--- config.mk ---
export PLATFORM = sky130hd
export DESIGN_NAME = reg_file_sb
export DESIGN_NICKNAME = d
export VERILOG_FILES = /design/src/rtl/reg_file_pkg.sv /design/src/rtl/reg_file_scoreboard.sv /design/src/rtl/reg_file_sb.sv
export SDC_FILE = /design/constraint.sdc
export NUM_CORES = 2
export LEC_CHECK = 0
export BUFFER_PORTS_ARGS = -buffer_cell sky130_fd_sc_hd__buf_2
export CAP_MARGIN = 5
export CORE_MARGIN = 4
export CORE_UTILIZATION = 55
export DETAILED_ROUTE_END_ITERATION = 7
export PLACE_DENSITY_LB_ADDON = 0.1
export SLEW_MARGIN = 10
export SYNTH_ARGS = -nofsm -noshare
export SYNTH_HDL_FRONTEND = slang
export SYNTH_SLANG_ARGS = --single-unit
export TNS_END_PERCENT = 10
--- constraint.sdc ---
create_clock -name clk -period 6.9 [get_ports clk]
set_clock_uncertainty 0.15 [all_clocks]
set_input_delay 0 -clock clk [delete_from_list [all_inputs] [get_ports clk]]
set_output_delay 0 -clock clk [all_outputs]
set_load 0.005 [all_outputs]
--- src/rtl/reg_file_pkg.sv ---
// Shared defaults and helpers for the register file and its scoreboard.
// Latency: n/a (declarations only).
// Backpressure: n/a.
package reg_file_pkg;
    localparam int DEF_DATA_WIDTH = 32;
    localparam int DEF_ADDR_WIDTH = 5;
    localparam int NUM_RD_MAX     = 4;
    // Write lane 1 wins over lane 0 when both target the same register.
    localparam bit LANE1_WINS     = 1'b1;

    // Low bit index of element idx in a flat bus of width-sized elements.
    function automatic int slice_lo(input int idx, input int width);
        return idx * width;
    endfunction
endpackage

--- src/rtl/reg_file_scoreboard.sv ---
// Per-register busy bits with flush > issue > writeback-clear priority, plus population count.
// Latency: busy bits and busy_cnt update on the same clock edge as the triggering event.
// Backpressure: none; issue and writeback are accepted every cycle.
module reg_file_scoreboard
    import reg_file_pkg::*;
#(
    parameter int ADDR_WIDTH = DEF_ADDR_WIDTH,
    localparam int DEPTH     = 1 << ADDR_WIDTH
) (
    input  logic                  clk,
    input  logic                  rst_n,
    input  logic                  issue_en,
    input  logic [ADDR_WIDTH-1:0] issue_addr,
    input  logic                  flush,
    input  logic                  wen0,
    input  logic [ADDR_WIDTH-1:0] waddr0,
    input  logic                  wen1,
    input  logic [ADDR_WIDTH-1:0] waddr1,
    output logic [DEPTH-1:0]      busy_q,
    output logic [ADDR_WIDTH:0]   busy_cnt
);
    logic [DEPTH-1:0]    r_busy;
    logic [ADDR_WIDTH:0] r_cnt;
    logic [DEPTH-1:0]    w_busy_d;
    logic [ADDR_WIDTH:0] w_cnt_d;

    // Next busy vector per register and its population count; register 0 never busy.
    always_comb begin
        w_busy_d = r_busy;
        w_cnt_d  = '0;
        w_busy_d[0] = 1'b0;
        for (int r = 1; r < DEPTH; r++) begin
            if (flush) begin
                w_busy_d[r] = 1'b0;
            end else if (issue_en && (issue_addr == ADDR_WIDTH'(r))) begin
                // A new producer overrides the completion of an older one.
                w_busy_d[r] = 1'b1;
            end else if ((wen0 && (waddr0 == ADDR_WIDTH'(r))) ||
                         (wen1 && (waddr1 == ADDR_WIDTH'(r)))) begin
                w_busy_d[r] = 1'b0;
            end
            w_cnt_d = w_cnt_d + (ADDR_WIDTH+1)'(w_busy_d[r]);
        end
    end

    // Busy vector and count registers.
    always_ff @(posedge clk or negedge rst_n) begin
        if (!rst_n) begin
            r_busy <= '0;
            r_cnt  <= '0;
        end else begin
            r_busy <= w_busy_d;
            r_cnt  <= w_cnt_d;
        end
    end

    assign busy_q   = r_busy;
    assign busy_cnt = r_cnt;
endmodule

--- src/rtl/reg_file_sb.sv ---
// Register file: NUM_RD combinational read ports, two write lanes, optional bypass, busy scoreboard.
// Latency: reads 0 cycles (bypass) or 1 cycle after the write edge (no bypass); writes on posedge.
// Backpressure: none; every write, issue and flush is accepted in the cycle it is presented.
module reg_file_sb
    import reg_file_pkg::*;
#(
    parameter int DATA_WIDTH = DEF_DATA_WIDTH,
    parameter int ADDR_WIDTH = DEF_ADDR_WIDTH,
    parameter int NUM_RD     = 2,
    parameter int BYPASS     = 1
) (
    input  logic                         clk,
    input  logic                         rst_n,
    input  logic                         wen0,
    input  logic [ADDR_WIDTH-1:0]        waddr0,
    input  logic [DATA_WIDTH-1:0]        wdata0,
    input  logic                         wen1,
    input  logic [ADDR_WIDTH-1:0]        waddr1,
    input  logic [DATA_WIDTH-1:0]        wdata1,
    input  logic [NUM_RD*ADDR_WIDTH-1:0] raddr,
    output logic [NUM_RD*DATA_WIDTH-1:0] rdata,
    output logic [NUM_RD-1:0]            rbusy,
    input  logic                         issue_en,
    input  logic [ADDR_WIDTH-1:0]        issue_addr,
    input  logic                         flush,
    output logic [ADDR_WIDTH:0]          busy_cnt
);
    localparam int DEPTH = 1 << ADDR_WIDTH;

    logic [DATA_WIDTH-1:0] r_mem [DEPTH];
    logic [DEPTH-1:0]      w_busy;
    logic                  w_wr0;
    logic                  w_wr1;

    // Writes to register 0 are discarded; reset also suppresses forwarding while held.
    assign w_wr0 = rst_n && wen0 && (waddr0 != '0);
    assign w_wr1 = rst_n && wen1 && (waddr1 != '0);

    // Storage array: lane 1 assigned last so it wins a same-address collision.
    always_ff @(posedge clk or negedge rst_n) begin
        if (!rst_n) begin
            for (int i = 0; i < DEPTH; i++) begin
                r_mem[i] <= '0;
            end
        end else begin
            if (w_wr0) r_mem[waddr0] <= wdata0;
            if (w_wr1) r_mem[waddr1] <= wdata1;
        end
    end

    reg_file_scoreboard #(.ADDR_WIDTH(ADDR_WIDTH)) u_sb (
        .clk        (clk),
        .rst_n      (rst_n),
        .issue_en   (issue_en),
        .issue_addr (issue_addr),
        .flush      (flush),
        .wen0       (wen0),
        .waddr0     (waddr0),
        .wen1       (wen1),
        .waddr1     (waddr1),
        .busy_q     (w_busy),
        .busy_cnt   (busy_cnt)
    );

    for (genvar g = 0; g < NUM_RD; g++) begin : g_rd
        logic [ADDR_WIDTH-1:0] w_ra;
        logic                  w_hit0;
        logic                  w_hit1;
        logic                  w_sel1;

        assign w_ra   = raddr[slice_lo(g, ADDR_WIDTH) +: ADDR_WIDTH];
        assign w_hit0 = (BYPASS != 0) && w_wr0 && (waddr0 == w_ra);
        assign w_hit1 = (BYPASS != 0) && w_wr1 && (waddr1 == w_ra);
        assign w_sel1 = w_hit1 && (LANE1_WINS || !w_hit0);

        // Read mux: zero register, then forwarded write data, then stored value.
        always_comb begin
            rdata[slice_lo(g, DATA_WIDTH) +: DATA_WIDTH] = r_mem[w_ra];
            rbusy[g] = w_busy[w_ra] && !(w_hit0 || w_hit1);
            if (w_ra == '0) begin
                rdata[slice_lo(g, DATA_WIDTH) +: DATA_WIDTH] = '0;
                rbusy[g] = 1'b0;
            end else if (w_sel1) begin
                rdata[slice_lo(g, DATA_WIDTH) +: DATA_WIDTH] = wdata1;
            end else if (w_hit0) begin
                rdata[slice_lo(g, DATA_WIDTH) +: DATA_WIDTH] = wdata0;
            end
        end
    end
endmodule

==> reports/qor.yml <==
status: "finished, final reports clean"
max_freq_mhz: 151.5
crit_slowest_cell: "dlygate4sd3_1"
p_leak_nw: 31.30
multi_input_area_sq_um: 38440
yosysMostFrequentCell: "mux2i_1"
synth_ff_type: "dfrtp_1"
vdd.ir_drop.worst_mv: 0.2206
crit_chain: "dlygate4sd3_1, buf_2, nand2_1, dlygate4sd3_1, nor2_4, a22oi_1, dlygate4sd3_1, a22oi_1, nor2_1, ha_1, inv_1, fa_1, fa_1, fa_1, fa_1, fa_1, inv_1, fa_1, ha_1, fa_1, a21o_1, a21oi_1, xnor2_1"
seq_area_frac_synth_pct: 38.82
numPortBuffers: 166
htreeDepth: 3
min_path_cells: 5
hp-class: "input port to flop"
grt_pass1_wl_mm: 382.2
pin_count: 167
placed_area_sq_um: 69110
antenna_found_initial: 4
cap_viol_max_count: 0
vias_per_cell: 6.866
syn_area_per_cell_sq_um: 10.13
grt_pass1_vias: 54860
instances_no_fill: 8198
wire_per_inst_um: 32.11
cp-startpoint: "waddr0[0]"
synth_common_cells: "1,398 x mux2i_1, 1,061 x dfrtp_1, 826 x a21oi_1, 789 x nor2_1, 497 x clkbuf_1"
startpoint_type: "input port"
synthesis.yosys.warnings: 0
drtPass1Iterations: 7
total_power_mw: 19.93
p_per_area_nw_per_um2: 268.4
syn_inst: 6754
routed_wirelength_mm: 263.2
crit_buf_inv: 6
crit_cells: 23
post_cts_buffers: 0
setup_violations: 0
synth_seq_cells: 1061
track_usage_pct: 39.64
timing.rr.start: "u_sb.busy_q[1]"
maxSlewViolCount: 0
vias: 56290
clockBufferDepth: 3
yosys.area.top_type_share_pct: 38.82
worstHoldStart: "waddr0[2]"
critPathKind: "input port to flop"
clock-sinks: 1061
path_max_fanout: 10
cts_tree: "built"
period_needed_ns: 6.600
crit_required_ns: 7.40
place.gp.congestion: 0.8770
grt_max_degree: 149
first_iter_violations: 7648
synth-edff-count: 0
drive_gt1_share_pct: 14.59
synth_nets: 6881
finalCritPeriodShare_pct: 95.65
path_clk_slew_ns: 0.06
coreArea_sq_um: 123600
cpMostUsedCell: "fa_1"
rows: 129
hpwl_mm: 139.5
fillers: 10440
start_util_pct: 55.32
stdcell_area_sq_um: 74230
final_net_count: 6595
worst_ep_arrival_time_ns: 7.10
synth_async_sr_flop_share_pct: 100.0
syn2layout_area_growth_pct: 8.542
grt-ovfl-total: 0
synthTopCellsByArea: "dfrtp_1 39%, mux2i_1 20%, mux4_2 11%, a21oi_1 6.0%, nor2_1 4.3%"
placed_cells: 7848
worstRegToRegCells: 16
rsz0062_at_grt: "no"
crit_path_end_kind: "flop"
numCtsBuffers: 119
clkLatencyLatePin_ns: 0.74
die_area_sq_um: 130100
max_slew_margin_pct: 9.389
crit_family: "adder cells"
cts-root-buf: "clkbuf_16"
die_x_um: 360.6
dieHeight_um: 360.6
slowest_delay_ns: 0.61
drc_errors: 0
synth.cell_area_sq_um: 68390
ant_nets: 0
synth_cell_types: 59
hold_viol: 0
fin_setup_tns_ns: 0
seq_area_sq_um: 26550
yosys.area.top_type: "dfrtp_1"
worst_slew_pin_slew_ns: 1.356
## sequential cells by signal (all words and copies together) (netlist names)
register       count
u_sb.busy_cnt      6
r_mem           1024
u_sb.busy_q       31
## power by group
group	internal, mW	switching [mW]
clock	3.56	2.75
sequential	7.70	1.14
combinational	2.51	2.28
total	13.8	6.16
## worst reg2reg max path, cell delays in order (launching register included)
cell     delay [ns]
dfrtp_1        0.39
a22oi_1        0.17
nor2_1         0.08
ha_1           0.33
inv_1          0.05
fa_1           0.51
fa_1           0.45
fa_1           0.52
fa_1           0.43
fa_1           0.49
inv_1          0.05
fa_1           0.43
ha_1           0.23
fa_1           0.45
a21o_1         0.19
a21oi_1        0.18
xnor2_1        0.14
## kinds of logic after synthesis
kind of cell	count (synthesis)	synth area share (%)
buf+inv	884	5.686
fa+ha+maj	32	0.8379
xor+xnor	23	0.2945
simple gates	1363	7.991
compound gates	1603	14.12
mux	1788	32.25
flops	1061	38.82
## path summary, 6_finish.rpt
| kind | endpoint | slack, ns |
|---|---|---|
| min in group asynchronous | r_mem[153] | 0.35 |
| hold reg to reg | r_mem[1005] | 0.25 |
| setup reg to reg | u_sb.busy_cnt[4] | 1.58 |
| hold / removal | u_sb.busy_q[11] | 0.07 |
| max in group asynchronous | r_mem[326] | 3.66 |
| setup / recovery | u_sb.busy_cnt[4] | 0.30 |
## timing repair
action / 4_1_cts / 5_1_grt
setup endpoints to repair: 0 / 1
hold buffers: 136 / 0
endpoints found under the hold margin: 1384 / 0
resized for setup: 0 / 2
## routing by layer
| layer | track usage [%] | share of wire (%) | vias up | wire length, um |
|---|---|---|---|---|
| li1 | - | - | 23970 | - |
| met1 | 54.26 | 39 | 27940 | 103200 |
| met2 | 58.87 | 44 | 3601 | 115000 |
| met3 | 10.37 | 11 | 779 | 30110 |
| met4 | 19.53 | 5.7 | 4 | 14900 |
| met5 | 0 | 0.0095 | - | 25 |
## layout make-up
cell class,count,share of cell area [%]
repair buffers,420,4.352
inverters,57,0.2882
flip-flops and latches,1061,35.77
diodes,3,0.01011
multi-input cells,4809,51.79
well taps,1637,2.759
clock inverters,19,0.1921
clock buffers,192,4.844
## placed cells by master, fill, tap and decap left out, drive strengths merged, types with 34 or more instances in the layout
master / n
nor2: 795
clkbuf: 192
a221oi: 62
a211oi: 34
a22oi: 49
mux2: 64
dfrtp: 1061
inv: 59
nand2: 466
mux2i: 1398
buf: 285
mux4: 326
a22o: 66
dlygate4sd3: 135
o21ai: 318
o22ai: 62
o221ai: 125
a21oi: 826
## metrics by stage
stage | hold WS (ns) | worst slack [ns] | util, %
3_5_place_dp | -0.1858 | 0.9480 | 55.90
3_3_place_gp | -0.1836 | 0.9611 | 55.87
2_1_floorplan | -0.4456 | 1.367 | -
5_1_grt | 0.09561 | 0.07804 | 60.04
6_report | 0.06735 | 0.3000 | 60.04
4_1_cts | 0.003024 | 0.1289 | 60.03
Power figures use the tool's default switching activity.
